===== src/rtl/mux5_pkg.sv =====
// Shared slot encoding and state type for the 5:1 nibble multiplexer and
// its 1:5 distributor counterpart.
package mux5_pkg;

  typedef logic [2:0] slot_t;

  localparam slot_t SLOT_A = 3'd0;
  localparam slot_t SLOT_B = 3'd1;
  localparam slot_t SLOT_C = 3'd2;
  localparam slot_t SLOT_D = 3'd3;
  localparam slot_t SLOT_E = 3'd4;
  localparam int    NSLOTS = 5;

  typedef enum logic {
    IDLE = 1'b0,
    FILL = 1'b1
  } demux_state_t;

endpackage


===== src/rtl/nibble_demux5.sv =====
// Round-robin 1:5 nibble distributor with double-buffered frame outputs.
// Partial frames live in shadow registers and reach A..E only at commit.
module nibble_demux5
  import mux5_pkg::*;
#(
  parameter int WIDTH = 4
) (
  input  logic             clk,
  input  logic             reset,
  input  logic [WIDTH-1:0] in,
  input  logic             valid,
  input  logic             start,
  output logic [WIDTH-1:0] A,
  output logic [WIDTH-1:0] B,
  output logic [WIDTH-1:0] C,
  output logic [WIDTH-1:0] D,
  output logic [WIDTH-1:0] E,
  output slot_t            slot,
  output logic             done,
  output logic [7:0]       frames,
  output demux_state_t     state_dbg
);

  // Handshake: 'in' is consumed on every rising edge where valid=1; there is
  // no backpressure, so the source may stream one nibble per cycle.

  demux_state_t     state, state_next;
  slot_t            slot_next;
  logic             shadow_we;
  logic [1:0]       shadow_idx;
  logic             commit;
  logic [WIDTH-1:0] shadow [4];

  assign state_dbg = state;

  always_ff @(posedge clk or posedge reset) begin
    if (reset) begin
      state <= IDLE;
      slot  <= SLOT_A;
    end else begin
      state <= state_next;
      slot  <= slot_next;
    end
  end

  always_comb begin
    state_next = state;
    slot_next  = slot;
    shadow_we  = 1'b0;
    shadow_idx = slot[1:0];
    commit     = 1'b0;
    if (slot > SLOT_E) begin
      // Illegal pointer: recover unconditionally, dropping whatever was held.
      slot_next  = SLOT_A;
      state_next = IDLE;
    end else if (start) begin
      // Frame sync outranks a pending commit.
      if (valid) begin
        shadow_we  = 1'b1;
        shadow_idx = 2'd0;
        slot_next  = SLOT_B;
        state_next = FILL;
      end else begin
        slot_next  = SLOT_A;
        state_next = IDLE;
      end
    end else if (valid) begin
      if (slot == SLOT_E) begin
        commit     = 1'b1;
        slot_next  = SLOT_A;
        state_next = IDLE;
      end else begin
        shadow_we  = 1'b1;
        slot_next  = slot + 3'd1;
        state_next = FILL;
      end
    end
  end

  always_ff @(posedge clk or posedge reset) begin
    if (reset) begin
      for (int i = 0; i < 4; i++) shadow[i] <= '0;
      A      <= '0;
      B      <= '0;
      C      <= '0;
      D      <= '0;
      E      <= '0;
      done   <= 1'b0;
      frames <= 8'd0;
    end else begin
      done <= commit;
      if (shadow_we) shadow[shadow_idx] <= in;
      if (commit) begin
        // Slot E bypasses the shadows: it is the nibble arriving at commit.
        A      <= shadow[0];
        B      <= shadow[1];
        C      <= shadow[2];
        D      <= shadow[3];
        E      <= in;
        frames <= frames + 8'd1;
      end
    end
  end

endmodule


===== config.mk =====
export PLATFORM = sky130hd
export DESIGN_NAME = nibble_demux5
export DESIGN_NICKNAME = d
export VERILOG_FILES = /design/src/rtl/mux5_pkg.sv /design/src/rtl/nibble_demux5.sv
export SDC_FILE = /design/constraint.sdc
export NUM_CORES = 1
export LEC_CHECK = 0
export ABC_AREA = 1
export CORE_MARGIN = 8
export CORE_UTILIZATION = 45
export CTS_CLUSTER_DIAMETER = 150
export CTS_CLUSTER_SIZE = 12
export DETAILED_ROUTE_END_ITERATION = 16
export PLACE_DENSITY = 0.67
export SKIP_LAST_GASP = 1
export SLEW_MARGIN = 40
export SYNTH_ARGS = -nofsm -noshare
export SYNTH_HDL_FRONTEND = slang
export SYNTH_SLANG_ARGS = --single-unit
export TNS_END_PERCENT = 100

===== constraint.sdc =====
create_clock -name clk -period 2.6 [get_ports clk]
set_input_delay 0.39 -clock clk [delete_from_list [all_inputs] [get_ports clk]]
set_output_delay 0.39 -clock clk [all_outputs]
set_load 0.01 [all_outputs]

Word level (Yosys, flattened, before mapping)
Index checks and enable logic that the tools add are counted.
- register bits after elaboration: 49
- latch bits: 0
- memory bits (writable): 0
- ROM bits: 0
- bits of input ports: 8
- output and inout port bits: 33
- word-level logic and storage cells: 45
- memories kept: 0
- $add $sub $neg: 2
- multiply operators: 0
- div/mod/pow operators: 0
- $lt $le $gt $ge: 3
- equality and inequality tests: 1
- shift-type cells: 0
- muxes and demuxes: 23
- bitwise logic cells: 1
- reduce and logical (&&, ||, !) cells: 2
- operators by type and width (operator ; number):
    bitwise mux 16 bit ; 1
    2-to-1 mux 1 bit ; 13
    2-to-1 mux 3 bit ; 4
    adder 8 x 1 -> 8 bit (second input constant) ; 1
    demux 4 bit (select 2 bit) ; 1
    2-to-1 mux 2 bit ; 3
    2-to-1 mux 4 bit ; 1
    adder 3 x 1 -> 3 bit (second input constant) ; 1
    == test 3 bit (second input constant) ; 1
    >= comparator 3 bit (second input constant) ; 1
    greater-than comparator 3 bit (second input constant) ; 1
    less-than comparator 3 x 1 -> 1 bit (second input constant) ; 1
    inverter 2 -> 3 bit ; 1
    nonzero test 3 bit ; 1
    logical AND 1 bit ; 1

Longest topological paths before layout
Gate-level depths: netlist of run 1.
- depth after elaboration: 9
- depth in mapped cells: 9
- gate-level depth less buffers: 9

Worst setup path before layout of run 1
Ideal clock, no wire load.
- path kind: reg2reg
- start point: register slot[0]
- end point: register shadow[10] (netlist name)
- setup time: 0.121 ns
- arrival: 1.463 ns
- data required time: 2.479 ns
- setup slack: 1.016 ns
- stages on the path, launching flop included: 9
- buffers on the path: 0
- period minus slack after synthesis: 1.584 ns
- cell sequence: dfrtp_1 inv_1 ha_1 inv_1 nand2_4 nand2_4 nand3_4 o21bai_1 nand2_1
- word-level cells in the longest chain between the ends: 9
- elaborated cells on any way between the ends: 16
- those cells by class: 3 x order compare; 1 x eq/ne; 10 x mux; 1 x bitwise; 1 x reduce/logical
- ends and longest elaborated chain (item ; line ; source):
    start: declaration ; nibble_demux5.sv:18 ; output slot_t slot,
    start signal: assignment ; nibble_demux5.sv:42 ; slot <= slot_next;
    parallel branches: the longest is 9 deep, another holds greater-than comparator 3 bit ; -- ;
    end signal: indexed assignment ; nibble_demux5.sv:92 ; if (shadow_we) shadow[shadow_idx] <= in;
    end: declaration ; nibble_demux5.sv:32 ; logic [WIDTH-1:0] shadow [4];
Parallel ways; which one is timed is not known.
A chain may end at the register's enable or synchronous reset.

Worst setup path after layout of run 1
- start point: register slot[0]
- end point: output slot[0]
No word-level cell between the ends.

==> metrics.txt, run 1 <==
Rel. slew slack=a little over 70%; post-layout util=~58%; Hold WS=0.402 ns; CTS root buf=clkbuf_8; nets@finish=279; critical path cell sequence=clkdlybuf4s50_1; drt drc=0; setup TNS=0 ns; Period minus WS final=approximately 1.8 ns; Clock power frac=26.9%; Synth Cell Area=2120 um^2; clk_skew=a little over 0.007 ns; top_reg_cell synth=dfrtp_1; initial core utilization=45.8%; leading area contributor after synthesis=dfrtp_1; crit-path max cell delay=0.62 ns; Max Slew Vio Count=0; Final Wtd Congestion=roughly 0.77; Final Power=2.08 mW; GRT Util Overall=12.3%; Core Rows=25; asr flop ratio synth=100%; setup bufs post-CTS=0; maximum vdd drop=0.000438 V; power density over the cells=773 nW/um^2; Yosys cell types=24; via count=between 1,500 and 2,000; worst path required time=between 2 and 2.5 ns; DP HPWL=3110 um; H-Tree Depth=2; clock tree buffer depth=2; Routed WL per cell=13.0 um; Sw Ratio=27.9%; setup violators final=0; crit path kind=reg -> out; Sink Count=49; synth warn=0; # port buffers=40; initial antenna violation count=0; Clock transition at path regs=0.09 ns; internal power=1.50 mW; Comb pwr share=a little under a quarter; Synth area leaders=dfrtp_1 (58%), nand2_1 (14%), o21ai_0 (4.5%); Resized Gates After CTS=0; HP Class=in -> async; Achievable Freq=about 550 MHz; delay-heaviest family, CP=buffers and inverters; GRT overflow=0; Tcrit/Tclk final=a little over two thirds; NetSw=0.581 mW; Seq cells post-synth=49; CTS Buf Count=5; EDFF count, synth=0; Seq/Total Area, Yosys=between 50% and 60%; Fin. Hold Viols=0; largest net degree at the start of global routing=24; top cells by count, synth=nand2_1 (77), dfrtp_1 (49), inv_1 (23), o21ai_0 (19), nand3_1 (8); Cells after Synth=223; Routed Antenna Nets=0; leak pwr=~1.3 nW; Ports=roughly 40; CP bufs+invs=1; pin slew with the least headroom to its limit=0.436 ns; vias in the first global route=1,544; syn avg cell area=between 9 and 10 um^2; drt first pass iters=4; CP max stage cell=clkdlybuf4s50_1; CTS tree=done; met1 GRT Util=15.1%; Setup crit end kind=primary output; core area=approximately 4600 um^2; hold buffer count at CTS=0; Initial DRC Count=48; Die Height=around 85 um; first-pass GRT wire length=7110 um; Die Width=~85 um; M2 GR Usage=19.1%; wirelength, routed=~4200 um; cell with the most instances after synthesis=nand2_1; RSZ-0062 raised after global routing=false; number of diodes=0; Critical Path Start Type=register; Die Footprint=7160 um^2; number of max-cap violations=0; DR vias/cell=4.80; Worst Path Arrival=roughly 1.4 ns; Synth top area share=57.9%; syn_nets=~230; Synth-to-Final Area Change=27.0%; global routing's busiest layer=met2; CP Max Fanout=7; Seq pwr share=49.3%; outcome=finished, final reports clean; worst-skew pair later-pin latency=0.30 ns; met3 Track Usage GR=4.39%; layout cell share with drive strength beyond 1=around a tenth
worst reg2reg max path: cells and delay by family (launching register included):
kind / cells / cell delay (ns)
simple gates: 2 / 0.37
flops: 1 / 0.49
fa+ha+maj: 1 / 0.28
compound gates: 1 / 0.07
buf+inv: 2 / 0.46
sequential cells by signal (all words and copies together) (netlist names):
name       cells
shadow        16
done           1
C              4
state_dbg      1
D              4
A              4
frames         8
B              4
slot           3
E              4
cell families (layout without fill, tap and decap cells):
group,Yosys count,in the layout,synth area share [%]
AOI/OAI and AO/OA,29,29,7.56
xor gates and xnor gates,5,5,2.07
adders and majority gates,3,3,1.77
buffers and inverters,30,76,6.20
DFF,49,49,57.9
and+or+nand+nor,107,107,24.6
per-stage QoR:
step,area (um^2),setup WS [ns],cells
after detailed placement,2570,0.580,315
after global routing,2690,0.647,323
after global placement,2570,0.625,315
after CTS,2690,0.742,323
final,2690,0.765,323
after floorplan,2120,1.02,223
layer usage:
layer  wire length [um]  share of wire (%)
met1               1980                 47
met2               1900                 45
met3                277                6.6
met4                 46                1.1
met5                  0                  0
final timing paths:
kind                            startpoint         end  slack (ns)  depth (start not counted)
worst max-delay path               slot[0]     slot[0]        0.77                          1
worst min-delay path                 reset   shadow[0]        0.40                          2
worst max register to register     slot[0]        B[1]        0.82                          6
worst min register to register  shadow[12]  shadow[12]        0.48                          2
max in group asynchronous            reset        E[3]        1.63                          3
min in group clk                shadow[12]  shadow[12]        0.48                          2
cell type report:
cell class | count | area [um^2]
flip-flops and latches | 49 | 1230
fillers | 416 | 1940
multi-input cells | 144 | 762
clock inverters | 2 | 37.5
repair buffers | 43 | 423
inverters | 25 | 93.8
clock buffers | 6 | 82.6
well taps | 54 | 67.6
power groups by stage:
| stage | sequential (mW) | clock [mW] | combinational (mW) |
|---|---|---|---|
| detailed placement | 1.05 | 0 | 0.500 |
| CTS | 1.03 | 0.579 | 0.505 |
| global placement | 1.04 | 0 | 0.493 |
| global route | 1.05 | 0.611 | 0.554 |
| floorplan | 1.07 | 0 | 0.227 |
| finish | 1.03 | 0.560 | 0.495 |
cell usage in the layout (no fill, tap or decap), types with 2 or more instances in the layout:
cell type,synthesis,layout
nor2_4,2,2
nand4_1,4,4
xnor2_1,4,4
buf_4,0,3
nand2_4,3,3
clkdlybuf4s50_1,0,40
nor2_2,3,3
nand2_1,77,77
inv_1,23,22
dfrtp_1,49,49
o21ai_1,4,4
ha_1,3,3
o21bai_1,4,4
inv_2,2,3
nor2_1,5,5
nand3_4,2,2
clkbuf_8,0,6
o21ai_0,19,19
nand3_1,8,8
No activity file was read; power rests on OpenSTA's default activity.
==> run 2: changes to the inputs <==
Settings changed: PLACE_DENSITY 0.67 to 0.7.
Clock period 2.6 ns to 1.5 ns, I/O delays scaled along.
==> run 2 against run 1 <==
  * Clock-buffer cell count down 1
  * Core utilization increased by 4.6 points
  * Total power increased by 76%
  * Worst setup slack worse by 0.72 ns
  * Register-to-register slack worse by 0.72 ns
  * Clock power is 69% higher
  * Clock skew is 0.0028 ns lower
  * Critical path depth is the same
  * Global-route usage is 1.1 points higher
  * Design area increased by 7.9%
  * Flip-flop and latch count stayed put
==> metrics.txt, run 2 (synthesized netlist as in run 1, its figures left out) <==
Die Footprint=7160 um^2 (unchanged); Tcrit/Tclk final=between 90% and 100%; CP bufs+invs=1 (unchanged); via count=1,630 (+5.2%); Sw Ratio=28.5% (+0.59 points); Clock power frac=25.8% (-1.1 points); worst-skew pair later-pin latency=0.30 ns (about the same); number of max-cap violations=0 (unchanged); clk_skew=0.00429 ns (-0.00284 ns); worst setup margin=0.0411 ns (-0.724 ns); Initial DRC Count=87 (+81%); post-layout util=62.8% (+4.6 points); Fin. Hold Viols=0 (unchanged); drt first pass iters=4 (unchanged); largest registers=shadow x16, frames x8; DR vias/cell=4.72 (-1.5%); Worst Path Arrival=1.23 ns (-0.21 ns); WL met3=253 um (-8.7%); Clock transition at path regs=0.09 ns (about the same); Routed WL per cell=13.1 um (+1.0%); leak pwr=1.43 nW (+9.9%); DRT met1 WL=2040 um (+3.2%); delay-heaviest family, CP=buffers and inverters; most common cell after layout, fill and taps aside=nand2_1; wirelength, routed=4530 um (+7.9%); GRT overflow=0 (unchanged); Synth-to-Final Area Change=37.1%; post-route insts no fill=345 (+6.8%); hold buffer count at CTS=0 (unchanged); Seq pwr share=48.0% (-1.3 points); Routed Antenna Nets=0 (unchanged); CTS root buf=clkbuf_8; initial core utilization=45.8% (unchanged); crit path kind=reg -> out; outcome=finished, final reports clean; Max Slew Vio Count=0 (unchanged); FF/Latch Area=1230 um^2 (+0.20%); Period minus WS final=between 1 and 1.5 ns; final instance area=2910 um^2 (+7.9%); initial antenna violation count=0 (unchanged); CP max stage cell=clkdlybuf4s50_1; GRT Util Overall=13.4% (+1.1 points); clock tree buffer depth=2 (unchanged); first-pass GRT wire length=7870 um (+11%); NetSw=1.04 mW (+80%); pre-CTS WS=-0.119 ns (-0.698 ns); Largest Register=shadow; Die Width=84.6 um (unchanged); CP Max Fanout=2 (-5); worst path required time=1.27 ns (-0.94 ns); Rel. slew slack=80.0% (+9.1 points); Setup crit end kind=primary output; Ports=41 (unchanged); Final Wtd Congestion=0.811 (+5.8%); wire length on met2=2190 um (+15%); core area=4630 um^2 (unchanged); Achievable Freq=just under 700 MHz; Filler cells=415 (-0.24%); internal power=2.62 mW (+74%); DP HPWL=3360 um (+8.3%); power density over the cells=1260 nW/um^2 (+63%); Die Height=84.6 um (unchanged); # port buffers=40 (unchanged); RSZ-0062 raised after global routing=false; Core Rows=25 (unchanged); Critical Path Start Type=register; Sink Count=49 (unchanged); largest net degree at the start of global routing=26 (+8.3%); setup violators final=0 (unchanged); area taken by multi-input logic gates=774 um^2 (+1.6%); crit-path max cell delay=0.55 ns (-0.07 ns); max layer used=met4; CTS Buf Count=5 (unchanged); Hold WS=0.182 ns (-0.220 ns); CTS tree=done; Placed Cells=330 (+4.8%); max reg flops=16 (unchanged); most frequent cells in the layout=nand2_1 (77), dfrtp_1 (47), clkdlybuf4s50_1 (37); Comb pwr share=26.3% (+2.5 points); maximum vdd drop=0.000683 V (+56%); area post-placement=2730 um^2 (+6.0%); drt drc=0 (unchanged); critical path cell sequence=clkdlybuf4s50_1; pin slew with the least headroom to its limit=0.300 ns (-0.136 ns); vias in the first global route=1,701 (+10%); nets@finish=301 (+7.9%); HP Class=in -> async; H-Tree Depth=2 (unchanged); layout cell share with drive strength beyond 1=18.6% (+8.1 points); number of diodes=0 (unchanged); Final Power=3.66 mW (+76%); setup TNS=0 ns (unchanged)
## run 2: cell types whose count changed in the layout (fill, tap and decap cells not counted), moves of 2 or more
cell             change
dfrtp_2              +2
clkdlybuf4s50_1      -3
buf_4               +19
buf_12               +3
dlygate4sd2_1        +2
dfrtp_1              -2
## run 2: path summary, 6_finish.rpt
path                                 start    endpoint  slack [ns]  cells past startpoint
worst max-delay path                  B[2]        B[2]        0.04                      1
worst min-delay path                 reset        B[3]        0.18                      2
worst max register to register     slot[0]  shadow[12]        0.10                      9
worst min register to register  shadow[14]  shadow[14]        0.48                      2
max in group asynchronous            reset  shadow[10]        0.90                      3
min in group clk                shadow[14]  shadow[14]        0.48                      2
## run 2: layer usage
metal  vias up  track usage, %
met5         -               0
met2        31            22.8
li1        836               -
met1       758            15.7
met3         5            4.59
met4         0            3.40
## run 2: power groups by stage
stage / Sequential [mW] / Combinational [mW] / Clock [mW]
floorplan: 1.85 / 0.396 / 0
global placement: 1.79 / 0.920 / 0
detailed placement: 1.79 / 0.934 / 0
CTS: 1.76 / 0.961 / 0.968
global route: 1.79 / 1.08 / 1.02
finish: 1.76 / 0.961 / 0.944
## run 2: timing repair
item                       CTS  global route
hold endpoints to repair     0             0
gates resized for setup      3             4
buffers inserted             5             2
setup endpoints to repair    8             7
pin swaps                    0             1
## run 2: area by class of cell
| type | count | share of cell area (%) |
|---|---|---|
| multi-input cells | 144 | 26.7 |
| clock buffers | 5 | 2.37 |
| clock inverters | 3 | 1.51 |
| repair buffers | 65 | 21.5 |
| flip-flops and latches | 49 | 42.3 |
| well taps | 54 | 2.33 |
| inverters | 25 | 3.32 |
